File: config.mk
export PLATFORM = sky130hd
export DESIGN_NAME = uart_rx
export DESIGN_NICKNAME = d
export VERILOG_FILES = /design/src/rtl/uart_pkg.sv /design/src/rtl/uart_rx_baud_gen.sv /design/src/rtl/uart_rx.sv
export SDC_FILE = /design/constraint.sdc
export NUM_CORES = 1
export LEC_CHECK = 0
export ABC_AREA = 1
export CORE_UTILIZATION = 30
export CTS_CLUSTER_DIAMETER = 60
export DETAILED_ROUTE_END_ITERATION = 10
export PLACE_DENSITY_LB_ADDON = 0.2
export SETUP_SLACK_MARGIN = 0.5
export SLEW_MARGIN = 5
export SYNTH_ARGS = -nofsm -noshare
export SYNTH_HDL_FRONTEND = slang
export SYNTH_HIERARCHICAL = 1
export SYNTH_SLANG_ARGS = --single-unit
File: constraint.sdc
create_clock -name clk -period 5.05 [get_ports clk]
set_input_delay 0.505 -clock clk [delete_from_list [all_inputs] [get_ports clk]]
set_output_delay 0.505 -clock clk [all_outputs]
set_load 0.02 [all_outputs]
File: src/rtl/uart_pkg.sv
// Shared UART definitions: config encodings, receiver states and the baud divisor helper.
// The transmitter uses the same encodings so one host register map drives both directions.
package uart_pkg;

   typedef enum logic [1:0] {
      PAR_NONE  = 2'b00,
      PAR_ODD   = 2'b01,
      PAR_EVEN  = 2'b10,
      PAR_NONE2 = 2'b11
   } parity_e;

   typedef enum logic [1:0] {
      B2400  = 2'b00,
      B4800  = 2'b01,
      B9600  = 2'b10,
      B19200 = 2'b11
   } baud_e;

   typedef enum logic [2:0] {
      IDLE,
      START,
      DATA,
      PARITY,
      STOP
   } rx_state_e;

   localparam int DIV_W = 16;

   // Clocks per tick; only ever evaluated on constants so no divider is built.
   function automatic logic [DIV_W-1:0] baud_div(input int unsigned clk_hz,
                                                 input baud_e       baud,
                                                 input int unsigned ovs);
      int unsigned rate;
      case (baud)
         B2400:   rate = 2400;
         B4800:   rate = 4800;
         B9600:   rate = 9600;
         default: rate = 19200;
      endcase
      return DIV_W'(clk_hz / (rate * ovs));
   endfunction

endpackage

File: src/rtl/uart_rx_baud_gen.sv
// Divisor counter producing a one-clock tick every i_div clocks.
// i_restart realigns the tick phase to the start edge of a frame.
module uart_rx_baud_gen
   import uart_pkg::*;
(
   input  logic             clk,
   input  logic             rst_n,
   input  logic             i_restart,
   input  logic [DIV_W-1:0] i_div,
   output logic             o_tick
);

   logic [DIV_W-1:0] r_cnt;

   assign o_tick = (r_cnt == i_div - DIV_W'(1)) && !i_restart;

   always_ff @(posedge clk or negedge rst_n) begin
      if (!rst_n) begin
         r_cnt <= '0;
      end else if (i_restart || o_tick) begin
         r_cnt <= '0;
      end else begin
         r_cnt <= r_cnt + DIV_W'(1);
      end
   end

endmodule

File: src/rtl/uart_rx.sv
// UART receiver: 16x oversampling, 3-sample majority vote, optional odd/even parity.
// Frame status and the byte are registered together with a one-clock done pulse.
module uart_rx
   import uart_pkg::*;
#(
   parameter int unsigned CLK_FREQ_HZ = 100_000_000
)(
   input  logic       clk,
   input  logic       rst_n,
   input  logic [1:0] parity_type,
   input  logic [1:0] baud_rate,
   input  logic       data_rx,
   output logic [7:0] data_out,
   output logic       active_flag,
   output logic       done_flag,
   output logic       parity_error,
   output logic       stop_error
);

   localparam int unsigned OVERSAMPLE = 16;
   localparam logic [DIV_W-1:0] DIV_2400  = baud_div(CLK_FREQ_HZ, B2400,  OVERSAMPLE);
   localparam logic [DIV_W-1:0] DIV_4800  = baud_div(CLK_FREQ_HZ, B4800,  OVERSAMPLE);
   localparam logic [DIV_W-1:0] DIV_9600  = baud_div(CLK_FREQ_HZ, B9600,  OVERSAMPLE);
   localparam logic [DIV_W-1:0] DIV_19200 = baud_div(CLK_FREQ_HZ, B19200, OVERSAMPLE);

   rx_state_e        r_state, w_next;
   logic             r_sync1, r_rxS, r_rxD;
   logic [3:0]       r_tcnt;
   logic [2:0]       r_bitIdx;
   logic             r_s7, r_s8;
   logic [7:0]       r_shift;
   logic             r_parErr;
   parity_e          r_parity;
   baud_e            r_baud;
   logic [7:0]       r_dataOut;
   logic             r_done, r_parityErr, r_stopErr;
   logic             w_fall, w_startDet, w_tick, w_vote, w_bit, w_parEn;
   logic [DIV_W-1:0] w_div;

   assign w_fall      = r_rxD & ~r_rxS;
   assign w_startDet  = (r_state == IDLE) && w_fall;
   assign w_vote      = w_tick && (r_tcnt == 4'd9) && (r_state != IDLE);
   assign w_bit       = (r_s7 & r_s8) | (r_s7 & r_rxS) | (r_s8 & r_rxS);
   assign w_parEn     = (r_parity == PAR_ODD) || (r_parity == PAR_EVEN);

   assign data_out     = r_dataOut;
   assign active_flag  = (r_state != IDLE);
   assign done_flag    = r_done;
   assign parity_error = r_parityErr;
   assign stop_error   = r_stopErr;

   always_comb begin
      w_div = DIV_19200;
      case (r_baud)
         B2400:   w_div = DIV_2400;
         B4800:   w_div = DIV_4800;
         B9600:   w_div = DIV_9600;
         default: w_div = DIV_19200;
      endcase
   end

   uart_rx_baud_gen u_baud (
      .clk       (clk),
      .rst_n     (rst_n),
      .i_restart (w_startDet),
      .i_div     (w_div),
      .o_tick    (w_tick)
   );

   // Idle-high reset values keep a line held high from looking like a start edge.
   always_ff @(posedge clk or negedge rst_n) begin
      if (!rst_n) begin
         r_sync1 <= 1'b1;
         r_rxS   <= 1'b1;
         r_rxD   <= 1'b1;
      end else begin
         r_sync1 <= data_rx;
         r_rxS   <= r_sync1;
         r_rxD   <= r_rxS;
      end
   end

   always_ff @(posedge clk or negedge rst_n) begin
      if (!rst_n) begin
         r_state <= IDLE;
      end else begin
         r_state <= w_next;
      end
   end

   always_comb begin
      w_next = r_state;
      case (r_state)
         IDLE:    if (w_fall) w_next = START;
         START:   if (w_vote) w_next = w_bit ? IDLE : DATA;
         DATA:    if (w_vote && (r_bitIdx == 3'd7)) w_next = w_parEn ? PARITY : STOP;
         PARITY:  if (w_vote) w_next = STOP;
         STOP:    if (w_vote) w_next = IDLE;
         default: w_next = IDLE;
      endcase
   end

   // Stop-bit vote commits the frame and returns to IDLE mid stop bit for back-to-back frames.
   always_ff @(posedge clk or negedge rst_n) begin
      if (!rst_n) begin
         r_tcnt      <= '0;
         r_bitIdx    <= '0;
         r_s7        <= 1'b1;
         r_s8        <= 1'b1;
         r_shift     <= '0;
         r_parErr    <= 1'b0;
         r_parity    <= PAR_NONE;
         r_baud      <= B2400;
         r_dataOut   <= '0;
         r_done      <= 1'b0;
         r_parityErr <= 1'b0;
         r_stopErr   <= 1'b0;
      end else begin
         r_done <= 1'b0;
         if (w_startDet) begin
            r_tcnt   <= '0;
            r_bitIdx <= '0;
            r_parity <= parity_e'(parity_type);
            r_baud   <= baud_e'(baud_rate);
         end else if (w_tick && (r_state != IDLE)) begin
            r_tcnt <= r_tcnt + 4'd1;
         end
         if (w_tick && (r_state != IDLE) && (r_tcnt == 4'd7)) r_s7 <= r_rxS;
         if (w_tick && (r_state != IDLE) && (r_tcnt == 4'd8)) r_s8 <= r_rxS;
         if (w_vote) begin
            case (r_state)
               DATA: begin
                  r_shift  <= {w_bit, r_shift[7:1]};
                  r_bitIdx <= r_bitIdx + 3'd1;
               end
               PARITY: begin
                  r_parErr <= (r_parity == PAR_ODD) ? ~(^r_shift ^ w_bit) : (^r_shift ^ w_bit);
               end
               STOP: begin
                  r_dataOut   <= r_shift;
                  r_parityErr <= w_parEn ? r_parErr : 1'b0;
                  r_stopErr   <= ~w_bit;
                  r_done      <= 1'b1;
               end
               default: ;
            endcase
         end
      end
   end

endmodule

### After elaboration in Yosys (flattened, before gate mapping)

Index checks and enable logic that the tools add are counted.

| storage, ports and cells | value |
|---|---|
| register bits after elaboration | 55 |
| input port bits | 7 |
| output and inout bits | 12 |
| logic and storage cells | 88 |

| operators by class | value |
|---|---|
| $add $sub $neg | 4 |
| eq/ne operators | 18 |
| multiplexer cells | 19 |
| bitwise gates (word level) | 10 |
| reduce and logical (&&, ||, !) cells | 20 |

Operators by type and width:

| kind | count |
|---|---|
| $pmux 12 s3 | 1 |
| $mux 3 | 9 |
| $add 16x1->16 const B | 1 |
| $eq 16x16->1 | 1 |
| $mux 16 | 1 |
| $pmux 3 s5 | 1 |
| $sub 12x1->13 const B | 1 |
| $ne 2x2->1 const B | 5 |
| $eq 4x4->1 const B | 2 |
| $logic_and 1x1->1 | 8 |
| $mux 4 | 2 |
| $reduce_xor 8->1 | 1 |
| $eq 3x2->1 const B | 2 |
| $eq 3x3->1 const B | 2 |
| $reduce_and 2->1 | 3 |
| $reduce_and 5->1 | 1 |
| $add 4x1->4 const B | 1 |
| $and 1x1->1 | 4 |
| $eq 2x1->1 const B | 2 |
| $eq 2x2->1 const B | 2 |
| $eq 4x3->1 const B | 1 |
| $mux 1 | 4 |
| $add 3x1->3 const B | 1 |
| $eq 3x1->1 const B | 1 |
| 10 further kinds | 14 |

### Longest topological paths before layout

Gate-level depths: netlist of the first run.

| depth | value |
|---|---|
| word-level depth | 10 |
| depth in mapped cells | 23 |
| depth with buffers taken out | 23 |

### Hierarchy

The synthesis of the first run kept the hierarchy.

Modules (own cells, without submodules):

| module | instances | cells an instance | area an instance (um^2) | seq. area each (um^2) |
|---|---|---|---|---|
| uart_rx | 1 | 248 | 2047.0 | 982.2 |
| uart_rx_baud_gen | 1 | 248 | 1616.6 | 400.4 |

### Least setup slack after synthesis of the first run

No wires, ideal clock.

| timing path | value |
|---|---|
| path type | reg2reg |
| from | reg r_baud[1] |
| to | reg r_bitIdx[0] |
| setup time | 0.122 ns |
| arrival time | 2.819 ns |
| data required time | 4.928 ns |
| path slack | 2.109 ns |
| cell stages (with the launch flop) | 21 |
| buffers on the path | 1 |
| period minus slack after synthesis | 2.941 ns |
| cell sequence | dfrtp_1 > ha_1 > or2_2 > inv_1 > ha_1 > nand3_1 > nor2_4 > nand2_1 > nand2_1 > nand2_1 > nor2_1 > nand2_1 > nor2_1 > nand3_1 > nor2_1 > nand3_4 > inv_2 > nand2_1 > buf_2 > nand3_1 > o21ai_1 |

| between the ends | value |
|---|---|
| longest elaborated chain between the ends | 8 |
| elaborated cells on any way between the ends | 10 |
| those cells by class | add/sub (1); eq/ne (3); mux (2); reduce/logical (4) |

RTL lines:

| element | RTL line | RTL |
|---|---|---|
| from (decl) | uart_rx.sv:34 | `baud_e r_baud;` |
| from (signal assigned) | uart_rx.sv:124 | `r_baud <= baud_e'(baud_rate);` |
| $eq 2x2->1, or another cell as far along | uart_rx.sv:54 | `case (r_baud)` |
| $pmux 12 s3 (*) | uart_rx.sv:54 |  |
| named net w_div[6] | uart_rx.sv:38 | `logic [DIV_W-1:0] w_div;` |
| $sub 12x1->13 (*) | uart_rx_baud_gen.sv:15 | `assign o_tick = (r_cnt == i_div - DIV_W'(1)) && !i_restart;` |
| $eq 16x16->1 (*) | uart_rx_baud_gen.sv:15 |  |
| $logic_and 1x1->1 (*) | uart_rx_baud_gen.sv:15 |  |
| named net w_tick | uart_rx.sv:37 | `logic w_fall, w_startDet, w_tick, w_vote, w_bit, w_parEn;` |
| $logic_and 1x1->1 (*) (2 in a row) | uart_rx.sv:42 | `assign w_vote = w_tick && (r_tcnt == 4'd9) && (r_state != IDLE);` |
| $mux 3 (*) | uart_rx.sv:130 | `if (w_vote) begin` |
| to (signal assigned) | uart_rx.sv:134 | `r_bitIdx <= r_bitIdx + 3'd1;` |
| to (decl) | uart_rx.sv:29 | `logic [2:0] r_bitIdx;` |

The timed path passes the listed nets; every way through them passes the cells marked *.
A chain may end at the register's enable or synchronous reset.

### Worst setup path after layout of the first run

| timing path | value |
|---|---|
| from | reg r_baud[0] |
| to | reg r_bitIdx[0] |

The elaborated chain is that of the path after synthesis.

==> flow_summary.json, run 1 <==
{
  "status": "finished, final reports clean",
  "cts_tree": "yes",
  "cp_data_required_time_ns": 5.21,
  "worst_r2r_endpoint": "r_bitIdx[0]",
  "finalHoldViolCount": 0,
  "io_pins": 19,
  "synth_commonest_cells": "153 x nand2_1, 58 x inv_1, 50 x dfrtp_1, 46 x nor2_1, 32 x nand3_1",
  "sw_frac_of_total_pct": 42.85,
  "start_util_pct": 31.41,
  "yosysTopAreaCell": "dfrtp_1",
  "rsz0062_at_grt": "no",
  "pwr_density_cell_nw_per_um2": 434.8,
  "maxSlewHeadroom_pct": 53.03,
  "chipHeight_microns": 112.5,
  "grt_antenna_before_repair": 0,
  "cp.arrival_ns": 3.83,
  "row_count": 39,
  "drt-pass1-iter-count": 4,
  "setup_viol": 0,
  "crit_path_max_fanout": 20,
  "gp_congestion": 0.8259,
  "ys_types": 37,
  "syn_to_final_growth_pct": 13.59,
  "die_area_sq_um": 12660,
  "root_buffer": "clkbuf_16",
  "grt_pass1_wl_microns": 13820,
  "vias": 2972,
  "n_antenna_cell": 0,
  "synth-compound-area-share_pct": 6.626,
  "fmax_mhz": 272.7,
  "htreeDepth": 2,
  "critPathKind": "reg -> reg",
  "yosysMostFrequentCell": "nand2_1",
  "yosys-top-cells-area": "dfrtp_1 34%, nand2_1 16%, inv_1 5.9%",
  "fp.coreArea_sq_um": 11660,
  "slew_viol_final": 0,
  "async_flop_share_pct": 100.0,
  "start_kind": "flop",
  "synthMuxAreaShare_pct": 0,
  "syn_area_per_cell_sq_um": 7.386,
  "post_drt_wl_per_cell_microns": 11.38,
  "grt_max_degree": 56,
  "cts_resized": 0,
  "r2r_slack_ns": 1.38,
  "ctsHoldBuffers": 0,
  "clk_pin_slew_ns": 0.07,
  "synth-simple-area-share_pct": 35.79,
  "rr_worst_depth": 20,
  "die_w_microns": 112.5,
  "placement.io_buffers": 18,
  "cp-end-kind": "flop",
  "tns_ns": 0,
  "design_area_sq_um": 4161,
  "pwr-share-seq_pct": 30.2,
  "worstMarginPinSlew_ns": 0.7045,
  "total_leakage_power_uw": 0.002002,
  "power_switching_uw": 775.4,
  "hp-class": "in -> async",
  "hpwl_microns": 5917,
  "synth_area_sq_um": 3664,
  "synthXorXnorAreaFrac_pct": 6.694,
  "yosys.area_share.adder_pct": 4.440,
  "vdd_drop_max_uv": 219.6,
  "synthCells": 496,
  "initialDrtViolationCount": 119,
  "drive_gt1_share_pct": 11.47,
  "postCtsSetupRepairBufs": 0,
  "final_antenna_net_count": 0,
  "ys_ff_latch": 55,
  "power.internal_uw": 1034,
  "ys.flop_type": "dfrtp_1",
  "clk_latency_ns": 0.29,
  "period_minus_slack_ns": 3.667,
  "grt_pass1_vias": 3008,
  "cts_made_buffers": 5,
  "totalWireLength_microns": 7579,
  "maxCapViolations": 0,
  "fin_skew_ns": 0.003607,
  "routed_via_density": 4.462,
  "clock-sinks": 55,
  "yosysTopAreaCellShare_pct": 34.15,
  "yosysWarningCount": 6,
  "num-nets-final": 542,
  "drc": 0,
  "post_dp_cell_area_sq_um": 3994,
  "clkPwrFrac_pct": 22.1,
  "cts_buffer_depth": 2,
  "overflow": 0,
  "reg2reg_from": "r_baud[0]",
  "comb_power_share_pct": 47.7,
  "ys_seq_area_share_pct": 37.74,
  "synth_edf_count": 0,
  "grt_usage_pct": 13.56,
  "synth_top_family_by_area": "simple AND/OR/NAND/NOR gates",
  "timing.final.crit_share_pct": 72.61
}
## kinds of logic after synthesis
kind of cell    Yosys count
other cells               1
buf+inv                  75
compound gates           42
xor+xnor                 28
simple gates            282
fa+ha+maj                13
flops                    55
## placed cells by master (no fill, tap or decap), drive strengths merged
cell type,instances
or2,2
nand3,35
nand3b,5
xor2,16
buf,2
clkbuf,6
inv,67
o211ai,1
clkinv,1
conb,9
nor3,6
nor4,2
and2,1
bufinv,1
ha,13
o21ai,38
nand4,10
nor2,63
dfstp,5
nand2,158
dfrtp,50
a21oi,3
xnor2,12
clkdlybuf4s50,17
## cell type report
class	instances	area [sq um]
tap	143	178.9
clock buffer	6	128.9
multi-input combinational	374	1996
clock inverter	2	38.79
inverter	67	254.0
sequential	55	1383
timing repair buffer	19	182.7
fill	1209	7501
## metal layers
| layer | vias to the layer above | GRT usage, % | share of wire, % |
|---|---|---|---|
| met2 | 26 | 22.53 | 46 |
| li1 | 1604 | - | - |
| met3 | 7 | 2.754 | 2.7 |
| met1 | 1335 | 17.82 | 50 |
| met4 | 0 | 4.000 | 1.2 |
| met5 | - | 0 | 0 |
## power groups by stage
stage,registers [uW],logic [uW],clock network [uW]
floorplan,544,705,0
global placement,553,871,0
detailed placement,556,868,0
CTS,547,874,415
global route,559,1010,438
finish,547,862,400
## worst max-delay path by stage
stage          startpoint     endpoint  slack [ns]  cells past startpoint
4_1_cts         r_baud[0]   r_shift[7]        1.35                     20
3_3_place_gp    r_baud[0]  r_bitIdx[0]        1.44                     20
3_5_place_dp    r_baud[0]  r_bitIdx[0]        1.38                     20
5_1_grt         r_baud[0]   r_shift[0]        0.79                     20
6_report        r_baud[0]  r_bitIdx[0]        1.38                     20
2_1_floorplan   r_baud[1]  r_bitIdx[0]        2.11                     20
## critical path: stages (launching register included)
cell,delay (ns)
dfrtp_1,0.38
inv_1,0.10
ha_1,0.27
or2_2,0.33
inv_1,0.15
ha_1,0.25
nand2_1,0.14
nor2_1,0.23
nand2_1,0.07
nand2_1,0.10
nand2_1,0.06
inv_1,0.05
nand4_1,0.10
nor2_1,0.12
nand3_1,0.08
nor2_1,0.23
nand3_4,0.17
inv_2,0.10
nand2_1,0.34
nand3_1,0.17
o21ai_1,0.07
## per-stage QoR
step                      hold WS (ns)  instances  total power, uW  util (%)  setup slack, ns
after floorplan                 0.2094        504             1249         -            2.109
after global placement          0.3461        658             1424     34.25            1.438
after detailed placement        0.3488        658             1424     34.25            1.385
after CTS                       0.3598        666             1837     35.68            1.355
after global routing            0.3607        666             2006     35.68           0.7853
final                           0.3444        666             1809     35.68            1.383
## sequential cells by signal, summed over array words and instances, names as in the netlist
| signal | count |
|---|---|
| u_baud/r_cnt | 16 |
| r_parity | 2 |
| r_tcnt | 4 |
| r_sync1 | 1 |
| r_parErr | 1 |
| parity_error | 1 |
| stop_error | 1 |
| r_rxS | 1 |
| r_baud | 2 |
| r_s7 | 1 |
| r_state | 3 |
| done_flag | 1 |
| r_s8 | 1 |
| data_out | 8 |
| r_rxD | 1 |
| r_bitIdx | 3 |
| r_shift | 8 |
Note: power is estimated with default switching activity, not from simulation.
==> run 2: changes to the inputs <==
==> constraint.sdc (replaced) <==
create_clock -name clk -period 3.2 [get_ports clk]
set_input_delay 0.32 -clock clk [delete_from_list [all_inputs] [get_ports clk]]
set_output_delay 0.32 -clock clk [all_outputs]
set_load 0.02 [all_outputs]
==> run 2 against run 1 <==
Compared with the run above:
- die area is the same
- critical path depth fell by 1
- sequential share of layout area fell by 3.3 points
- wire length rose by 11%
==> flow_summary.json, run 2 (synthesis results as in run 1) <==
{
  "cts_buffer_depth": 2,
  "cts_tree": "yes",
  "htreeDepth": 2,
  "drive_gt1_share_pct": 23.40,
  "totalWireLength_microns": 8448,
  "fin_util_pct": 39.64,
  "start_kind": "flop",
  "cts_made_buffers": 5,
  "preCtsSetupSlack_ns": 0.03141,
  "ctsHoldBuffers": 0,
  "slew_viol_final": 0,
  "start_util_pct": 31.41,
  "timing.final.crit_share_pct": 87.45,
  "cp_data_required_time_ns": 3.39,
  "overflow": 0,
  "rr_worst_depth": 19,
  "gp_congestion": 0.8358,
  "finalHoldViolCount": 0,
  "syn_to_final_growth_pct": 26.20,
  "worstMarginPinSlew_ns": 0.9628,
  "vdd_drop_max_uv": 325.2,
  "period_minus_slack_ns": 2.798,
  "row_count": 39,
  "critPathKind": "reg -> reg",
  "clk_pin_slew_ns": 0.08,
  "drc": 0,
  "slowest_stage": "dfrtp_2",
  "fp.coreArea_sq_um": 11660,
  "grt_usage_pct": 14.19,
  "fmax_mhz": 357.4,
  "die_w_microns": 112.5,
  "post_drt_wl_per_cell_microns": 12.24,
  "num-nets-final": 566,
  "total_leakage_power_uw": 0.002202,
  "cp.arrival_ns": 2.99,
  "grt_max_degree": 43,
  "cp-end-kind": "flop",
  "routed_via_density": 4.574,
  "io_pins": 19,
  "fin_ws_ns": 0.4017,
  "hpwl_microns": 6050,
  "fin_skew_ns": 0.009961,
  "crit_path_max_fanout": 6,
  "critPathMaxStageDelay_ns": 0.46,
  "hp-class": "in -> async",
  "tns_ns": 0,
  "pwr_density_cell_nw_per_um2": 762.0,
  "regMostFlops": "u_baud/r_cnt",
  "vias": 3156,
  "layout_commonest_cell": "nand2_1",
  "grt_pass1_wl_microns": 14480,
  "chipHeight_microns": 112.5,
  "root_buffer": "clkbuf_16",
  "cp_common_cell": "nand2_1",
  "maxSlewHeadroom_pct": 35.81,
  "grt_pass1_vias": 3074,
  "largest_register_ffs": 16,
  "status": "finished, final reports clean",
  "n_antenna_cell": 0,
  "path_cells": "ha_4, or2_4, inv_4, ha_4, nand2_4, nor2_2, nand2_1, nand2_1, nand2_1, inv_1, nand4_1, nor2_2, nand3_2, nor2_4, nand3_4, o21ai_4, nand3_2, nand2_1, nand2_1",
  "layout_common_cells": "145 x nand2_1, 53 x inv_1, 48 x dfrtp_1, 35 x nor2_1, 27 x nand3_1",
  "drt-pass1-iter-count": 4,
  "initialDrtViolationCount": 87,
  "clock-sinks": 55,
  "clk_latency_ns": 0.30,
  "die_area_sq_um": 12660,
  "placement.io_buffers": 18,
  "maxCapViolations": 0,
  "grt_antenna_before_repair": 0,
  "setup_viol": 0,
  "rsz0062_at_grt": "yes",
  "final_antenna_net_count": 0
}
-- run 2: cell count changes in the layout (fill, tap and decap cells not counted), moves of 5 or more --
cell,delta
buf_4,+21
nor2_1,-11
nand2_1,-8
nor2_2,+7
ha_1,-5
inv_1,-5
nand3_1,-5
nand3_2,+5
-- run 2: power breakdown --
part / internal [uW] / switching (uW)
Combinational: 830 / 1100
Sequential: 778 / 102
Clock: 454 / 262
Total: 2060 / 1460
-- run 2: per-layer routing --
metal	wire length (microns)	global-route usage, %	up-vias
met5	0	0	-
met4	93	4.178	0
met1	4046	18.41	1484
met3	132	1.782	7
met2	4176	24.72	26
li1	-	-	1639
-- run 2: timing repair --
action                                  CTS  global route
pin swaps                                21             6
buffers inserted                         14             6
endpoints found under the setup margin   32            48
cloned                                    1             0
gates resized for setup                  32            20
-- run 2: path summary, 6_finish.rpt --
path,start,to,slack (ns)
worst max-delay path,r_baud[1],r_state[1],0.40
worst min-delay path,rst_n,data_out[6],0.17
worst max register to register,r_baud[1],r_state[1],0.40
worst min register to register,r_sync1,r_rxS,0.36
max in group asynchronous,rst_n,u_baud/r_cnt[13],2.27
min in group clk,r_sync1,r_rxS,0.36
-- run 2: cell type report --
type | instances | area [sq um]
clock buffer | 5 | 125.1
multi-input combinational | 375 | 2231
clock inverter | 3 | 71.32
tap | 143 | 178.9
fill | 1184 | 7039
timing repair buffer | 42 | 362.8
sequential | 55 | 1385
inverter | 67 | 269.0
-- run 2: worst max-delay path: cells and delay by family (launching register included) --
family / cells / cell delay (ns)
AO/OA/AOI/OAI: 1 / 0.19
buffers and inverters: 2 / 0.11
flip-flops: 1 / 0.46
AND/OR/NAND/NOR: 14 / 1.57
adder cells (fa/ha/maj): 2 / 0.35
-- run 2: stage by stage --
step | instances | instance area, sq um | power, uW | hold WS, ns
global route | 690 | 4623 | 3805 | 0.2513
CTS | 684 | 4513 | 3356 | 0.2106
floorplan | 504 | 3780 | 2053 | 0.02441
finish | 690 | 4623 | 3523 | 0.1686
detailed placement | 661 | 4086 | 2360 | 0.3510
global placement | 661 | 4086 | 2351 | 0.3480
